### src/rtl/output_blk.sv
// output_blk: byte FIFO that absorbs result bursts, followed by a UART
// transmitter that serialises each word LSB first onto tx. The frame is
// 8N1: one start bit, BITS data bits and one stop bit.
// Optional even-parity bit between the data and stop bits is enabled by
// defining OUTPUT_BLK_PARITY_EN.
module output_blk #(
  parameter int BITS     = 8,
  parameter int DEPTH    = 16,
  parameter int CLK_FREQ = 100_000_000,
  parameter int BAUD     = 100_000
) (
  input  logic                   clk,
  input  logic                   rst,
  input  logic [BITS-1:0]        out_bus,
  input  logic                   wr_en,
  output logic                   full,
  output logic                   empty,
  output logic [$clog2(DEPTH):0] count,
  output logic                   busy,
  output logic                   overflow,
  output logic                   tx
);

  localparam int CLKS_PER_BIT = CLK_FREQ / BAUD;
  localparam int AW           = $clog2(DEPTH);
  localparam int CW           = AW + 1;
  localparam int BAUD_W       = $clog2(CLKS_PER_BIT);
  localparam int BIT_W        = (BITS > 1) ? $clog2(BITS) : 1;

  localparam logic [BAUD_W-1:0] BAUD_LAST  = BAUD_W'(CLKS_PER_BIT - 1);
  localparam logic [BIT_W-1:0]  BIT_LAST   = BIT_W'(BITS - 1);
  localparam logic [CW-1:0]     COUNT_FULL = CW'(DEPTH);

`ifdef OUTPUT_BLK_PARITY_EN
  typedef enum logic [2:0] {IDLE, START, DATA, PARITY, STOP} state_t;
`else
  typedef enum logic [1:0] {IDLE, START, DATA, STOP} state_t;
`endif

  // FIFO storage and bookkeeping
  logic [BITS-1:0] mem_q [DEPTH];
  logic [AW-1:0]   wptr_q, wptr_d;
  logic [AW-1:0]   rptr_q, rptr_d;
  logic [CW-1:0]   count_q, count_d;
  logic            full_q, full_d;
  logic            empty_q, empty_d;
  logic            overflow_q, overflow_d;
  logic            push;
  logic            pop;
  logic [BITS-1:0] head;

  // Transmitter
  state_t          state_q, state_d;
  logic [BAUD_W-1:0] baud_q, baud_d;
  logic [BIT_W-1:0]  bit_q, bit_d;
  logic [BITS-1:0] shift_q, shift_d;
  logic            tx_q, tx_d;
  logic            busy_q, busy_d;
  logic            baud_end;
`ifdef OUTPUT_BLK_PARITY_EN
  logic            parity_q, parity_d;
`endif

  assign head = mem_q[rptr_q];

  // Write port of the FIFO array; contents need no reset since the
  // pointers define what is valid.
  always_ff @(posedge clk) begin
    if (push) begin
      mem_q[wptr_q] <= out_bus;
    end
  end

  // FIFO next-state: full is judged on the pre-edge occupancy, so a write
  // into a full FIFO is dropped even when the FSM pops on the same edge.
  always_comb begin
    push       = wr_en & ~full_q;
    wptr_d     = wptr_q;
    rptr_d     = rptr_q;
    count_d    = count_q;
    overflow_d = overflow_q | (wr_en & full_q);
    if (push) begin
      wptr_d = wptr_q + 1'b1;
    end
    if (pop) begin
      rptr_d = rptr_q + 1'b1;
    end
    case ({push, pop})
      2'b10:   count_d = count_q + 1'b1;
      2'b01:   count_d = count_q - 1'b1;
      default: count_d = count_q;
    endcase
    full_d  = (count_d == COUNT_FULL);
    empty_d = (count_d == '0);
  end

  // FIFO pointer, occupancy and flag registers
  always_ff @(posedge clk or negedge rst) begin
    if (!rst) begin
      wptr_q     <= '0;
      rptr_q     <= '0;
      count_q    <= '0;
      full_q     <= 1'b0;
      empty_q    <= 1'b1;
      overflow_q <= 1'b0;
    end else begin
      wptr_q     <= wptr_d;
      rptr_q     <= rptr_d;
      count_q    <= count_d;
      full_q     <= full_d;
      empty_q    <= empty_d;
      overflow_q <= overflow_d;
    end
  end

  // Transmitter next-state, FIFO pop and the value tx will take next cycle
  always_comb begin
    state_d  = state_q;
    bit_d    = bit_q;
    shift_d  = shift_q;
    pop      = 1'b0;
    baud_end = (baud_q == BAUD_LAST);
`ifdef OUTPUT_BLK_PARITY_EN
    parity_d = parity_q;
`endif
    // The baud counter free-runs while a frame is active and wraps on each
    // bit boundary; it sits at zero in IDLE so a new frame starts aligned.
    baud_d = (state_q == IDLE || baud_end) ? '0 : baud_q + 1'b1;

    case (state_q)
      IDLE: begin
        bit_d = '0;
        if (!empty_q) begin
          pop     = 1'b1;
          shift_d = head;
          state_d = START;
`ifdef OUTPUT_BLK_PARITY_EN
          parity_d = ^head;
`endif
        end
      end
      START: begin
        if (baud_end) begin
          state_d = DATA;
          bit_d   = '0;
        end
      end
      DATA: begin
        if (baud_end) begin
          shift_d = shift_q >> 1;
          bit_d   = bit_q + 1'b1;
          if (bit_q == BIT_LAST) begin
`ifdef OUTPUT_BLK_PARITY_EN
            state_d = PARITY;
`else
            state_d = STOP;
`endif
          end
        end
      end
`ifdef OUTPUT_BLK_PARITY_EN
      PARITY: begin
        if (baud_end) begin
          state_d = STOP;
        end
      end
`endif
      STOP: begin
        // A pending word starts its frame straight after the stop bit.
        if (baud_end) begin
          if (!empty_q) begin
            pop     = 1'b1;
            shift_d = head;
            state_d = START;
`ifdef OUTPUT_BLK_PARITY_EN
            parity_d = ^head;
`endif
          end else begin
            state_d = IDLE;
          end
        end
      end
      default: begin
        state_d = IDLE;
      end
    endcase

    // tx is registered from the next state so the line never glitches.
    case (state_d)
      START:   tx_d = 1'b0;
      DATA:    tx_d = shift_d[0];
`ifdef OUTPUT_BLK_PARITY_EN
      PARITY:  tx_d = parity_d;
`endif
      default: tx_d = 1'b1;
    endcase

    busy_d = (state_d != IDLE) | ~empty_d;
  end

  // Transmitter registers; reset aborts any frame and returns tx high
  always_ff @(posedge clk or negedge rst) begin
    if (!rst) begin
      state_q  <= IDLE;
      baud_q   <= '0;
      bit_q    <= '0;
      shift_q  <= '0;
      tx_q     <= 1'b1;
      busy_q   <= 1'b0;
`ifdef OUTPUT_BLK_PARITY_EN
      parity_q <= 1'b0;
`endif
    end else begin
      state_q  <= state_d;
      baud_q   <= baud_d;
      bit_q    <= bit_d;
      shift_q  <= shift_d;
      tx_q     <= tx_d;
      busy_q   <= busy_d;
`ifdef OUTPUT_BLK_PARITY_EN
      parity_q <= parity_d;
`endif
    end
  end

  assign full     = full_q;
  assign empty    = empty_q;
  assign count    = count_q;
  assign busy     = busy_q;
  assign overflow = overflow_q;
  assign tx       = tx_q;

endmodule

### config.mk
export PLATFORM = sky130hd
export DESIGN_NAME = output_blk
export DESIGN_NICKNAME = d
export VERILOG_FILES = /design/src/rtl/output_blk.sv
export SDC_FILE = /design/constraint.sdc
export NUM_CORES = 1
export LEC_CHECK = 0
export CORE_ASPECT_RATIO = 0.6
export CORE_UTILIZATION = 45
export DETAILED_ROUTE_END_ITERATION = 8
export GPL_TIMING_DRIVEN = 0
export PLACE_DENSITY_LB_ADDON = 0.15
export SYNTH_ARGS = -nofsm -noshare
export SYNTH_HDL_FRONTEND = slang
export SYNTH_SLANG_ARGS = --single-unit
### constraint.sdc
create_clock -name clk -period 3.2 [get_ports clk]
set_clock_uncertainty 0.2 [all_clocks]
set_input_delay 0.8 -clock clk [delete_from_list [all_inputs] [get_ports clk]]
set_output_delay 0.8 -clock clk [all_outputs]
set_load 0.005 [all_outputs]
==> results of run 1 <==
==> synthesized netlist by cell type, types with 3 or more instances <==
| master | count | area (um2) |
|---|---|---|
| clkbuf_1 | 14 | 52.6 |
| xnor2_1 | 10 | 87.6 |
| inv_1 | 8 | 30.0 |
| and2_1 | 16 | 100 |
| a21oi_1 | 6 | 30.0 |
| nor3_1 | 7 | 35.0 |
| ha_1 | 15 | 188 |
| dfrtp_1 | 39 | 976 |
| nor2_1 | 23 | 86.3 |
| edfxtp_1 | 128 | 3840 |
| nand2_1 | 23 | 86.3 |
| xor2_1 | 10 | 87.6 |
| nand2b_1 | 3 | 18.8 |
| a22o_1 | 4 | 35.0 |
| a21o_1 | 3 | 22.5 |
| mux2_2 | 7 | 78.8 |
| buf_2 | 5 | 25.0 |
| a22oi_1 | 6 | 45.0 |
| mux4_2 | 39 | 878 |
| mux2i_1 | 3 | 30.0 |
| and3_1 | 3 | 18.8 |
| nand3_1 | 8 | 40.0 |
==> layer usage <==
metal / wire length [um] / vias to the layer above
li1: - / 1764
met1: 7590 / 2034
met2: 6320 / 104
met3: 875 / 12
met4: 133 / 0
met5: 0 / -
==> area by class of cell <==
cell class	instances	area [um2]
Sequential cell	169	4870
Tap cell	203	254
Clock buffer	21	472
Fill cell	1210	6970
Clock inverter	11	85.1
Timing Repair Buffer	42	377
Inverter	8	35.0
Buffer	18	80.1
Multi-Input combinational cell	224	2310
==> registers in the layout, summed over array words and instances, names as in the netlist <==
register  flops
rptr_q        4
mem_q       128
bit_q         3
wptr_q        4
full          1
tx            1
count         5
overflow      1
shift_q       8
busy          1
state_q       2
empty         1
baud_q       10
==> worst paths after layout <==
kind                       cells past startpoint  startpoint  slack [ps]   endpoint
min in group clk                               1    overflow         260   overflow
max in group asynchronous                      2         rst        2180      empty
min reg2reg                                    1    overflow         260   overflow
min                                            1         rst          70  baud_q[8]
max reg2reg                                   13   baud_q[1]         100       busy
max                                           13   baud_q[1]         100       busy
==> cells by family (layout without fill, tap and decap cells) <==
kind of cell / Yosys count / in the layout / share of synthesized area, %
adders and majority gates: 15 / 15 / 2.61
DFF: 169 / 169 / 67.7
buffers and inverters: 31 / 100 / 1.86
xor gates and xnor gates: 20 / 20 / 2.44
AOI/OAI and AO/OA: 37 / 37 / 4.09
muxes: 49 / 49 / 13.7
and+or+nand+nor: 103 / 103 / 7.53
==> report_power, final <==
group          leakage (nW)  switching, W  total (W)  internal, W
Sequential             1.67      0.000200    0.00292      0.00272
Combinational          1.05       0.00135    0.00262      0.00127
Clock                 0.281      0.000858    0.00193      0.00108
Total                  3.01       0.00241    0.00747      0.00506
==> per-stage QoR <==
step	setup TNS [ps]	util [%]
after floorplan	-224	-
after global placement	-2550	49.6
after detailed placement	-2730	49.7
after CTS	-1.80	54.5
after global routing	-33.9	54.9
final	0	54.9
==> cell usage in the layout, fill, tap and decap left out, types with 5 or more instances in the layout <==
cell type	count
dfrtp_1	37
clkbuf_1	13
a22oi_1	6
mux4_2	39
buf_2	5
inv_4	6
a21oi_1	6
inv_1	6
nand3_1	7
edfxtp_1	128
mux2_2	5
nor2_1	21
ha_1	10
clkdlybuf4s50_1	18
nand2_1	23
and2_1	16
clkbuf_16	18
buf_4	20
xnor2_1	10
xor2_1	10
==> repair_timing <==
action                     4_1_cts  5_1_grt
setup endpoints to repair        5        3
pin swaps                       11        6
setup buffers                   16        5
hold endpoints to repair         0        0
hold buffers                     0        0
resized for setup               21        9
==> results.sh, run 1 <==
export IMPL_outcome="finished clean"
export IMPL_clock_root_buffer="clkbuf_16"
export IMPL_avgViaCountPerCell=5.62
export IMPL_gr_total_overflow=0
export IMPL_ys_seq_area_share_pct=67.7
export IMPL_wirelength_um=14900
export IMPL_rows=35
export IMPL_post_dp_cell_area_um2=7680
export IMPL_slowest_stage="or4_1"
export IMPL_antenna_cells=0
export IMPL_grt_pass1_vias=3829
export IMPL_stdcell_count=696
export IMPL_tightest_slew_ps=760
export IMPL_coreArea_um2=15500
export IMPL_grt_busiest_layer="met1"
export IMPL_clk_latency_ps=420
export IMPL_use_met3_pct=5.08
export IMPL_routedWlPerCell_um=21.4
export IMPL_maxSlewViolCount=0
export IMPL_grt_max_degree=29
export IMPL_cp_required_ps=3290
export IMPL_syn_nets=450
export IMPL_globalplace_congestion=0.772
export IMPL_period_share_pct=97.0
export IMPL_worst_setup_path_end_kind="flop"
export IMPL_crit_buf_inv=2
export IMPL_worst_ep_arrival_time_ps=3200
export IMPL_worst_hold_slack_ps=74.5
export IMPL_relSlewSlack_pct=49.3
export IMPL_hold_violations=0
export IMPL_setup_slack_ps=97.4
export IMPL_die_w_um=165
export IMPL_async_flop_share_pct=24.3
export IMPL_htree_levels=4
export IMPL_startpoint_type="flop"
export IMPL_fin_area_um2=8490
export IMPL_total_power_w=0.00747
export IMPL_syn_mean_instance_area_um2=17.0
export IMPL_portBuffers=20
export IMPL_cp_cell_sequence="ha_2 -> and3b_2 -> a41oi_4 -> buf_6 -> nor2_4 -> xor2_1 -> ha_2 -> buf_6 -> a21oi_1 -> o21a_1 -> nor3_2 -> xor2_1 -> or4_1"
export IMPL_crit_type="reg2reg"
export IMPL_die_area_um2=16500
export IMPL_pin_count=21
export IMPL_drtAntennaViolNets=0
export IMPL_dp_cells=648
export IMPL_rsz0062_at_grt="yes"
export IMPL_drc=0
export IMPL_hp_class="in2async"
export IMPL_drive_gt1_share_pct=27.2
export IMPL_dpl_hpwl_um=9820
export IMPL_syn2layout_area_growth_pct=18.1
export IMPL_peakVddDrop_mv=0.448
export IMPL_yosysWarnings=0
export IMPL_cp_slowest_stage_delay_ps=530
export IMPL_grtUsageMet1_pct=32.3
export IMPL_static_leakage_power_nw=3.01
export IMPL_cts_inserted_buffers=17
export IMPL_first_iter_violations=358
export IMPL_min_period_ps=3100
export IMPL_crit_path_max_fanout=3
export IMPL_clock_sinks=169
export IMPL_grt_use_met2_pct=25.8
export IMPL_dp_slack_ps=-832
export IMPL_nets=506
export IMPL_ys_ff_latch=169
export IMPL_grt_use_total_pct=19.7
export IMPL_ys_types=56
export IMPL_initial_core_util_pct=46.5
export IMPL_maxCapViolations=0
export IMPL_power_density_nw_per_um2=880
export IMPL_syn_inst=424
export IMPL_setup_viol=0
export IMPL_critical_path_top_delay_family="simple AND/OR/NAND/NOR gates"
export IMPL_cts_tree="built"
export IMPL_max_freq_mhz=322
export IMPL_synth_edf_count=128
export IMPL_clk_pin_slew_worst_paths_ps=70
export IMPL_cts_buffer_depth=2
export IMPL_die_y_um=99.9
export IMPL_synth_area_um2=7190
export IMPL_num_vias=3914
export IMPL_first_pass_iters=5
export IMPL_grt_first_pass_wirelength_um=22900
export IMPL_antenna_found_initial=1
export IMPL_ys_flop_type="edfxtp_1"
(Power assumes the default switching activity.)
==> run 2, diff against run 1 <==
- ABC_CLOCK_PERIOD_IN_PS: unset -> 3200
==> results of run 2 <==
The final DEF is identical to that of run 1; final timing and power are the same.
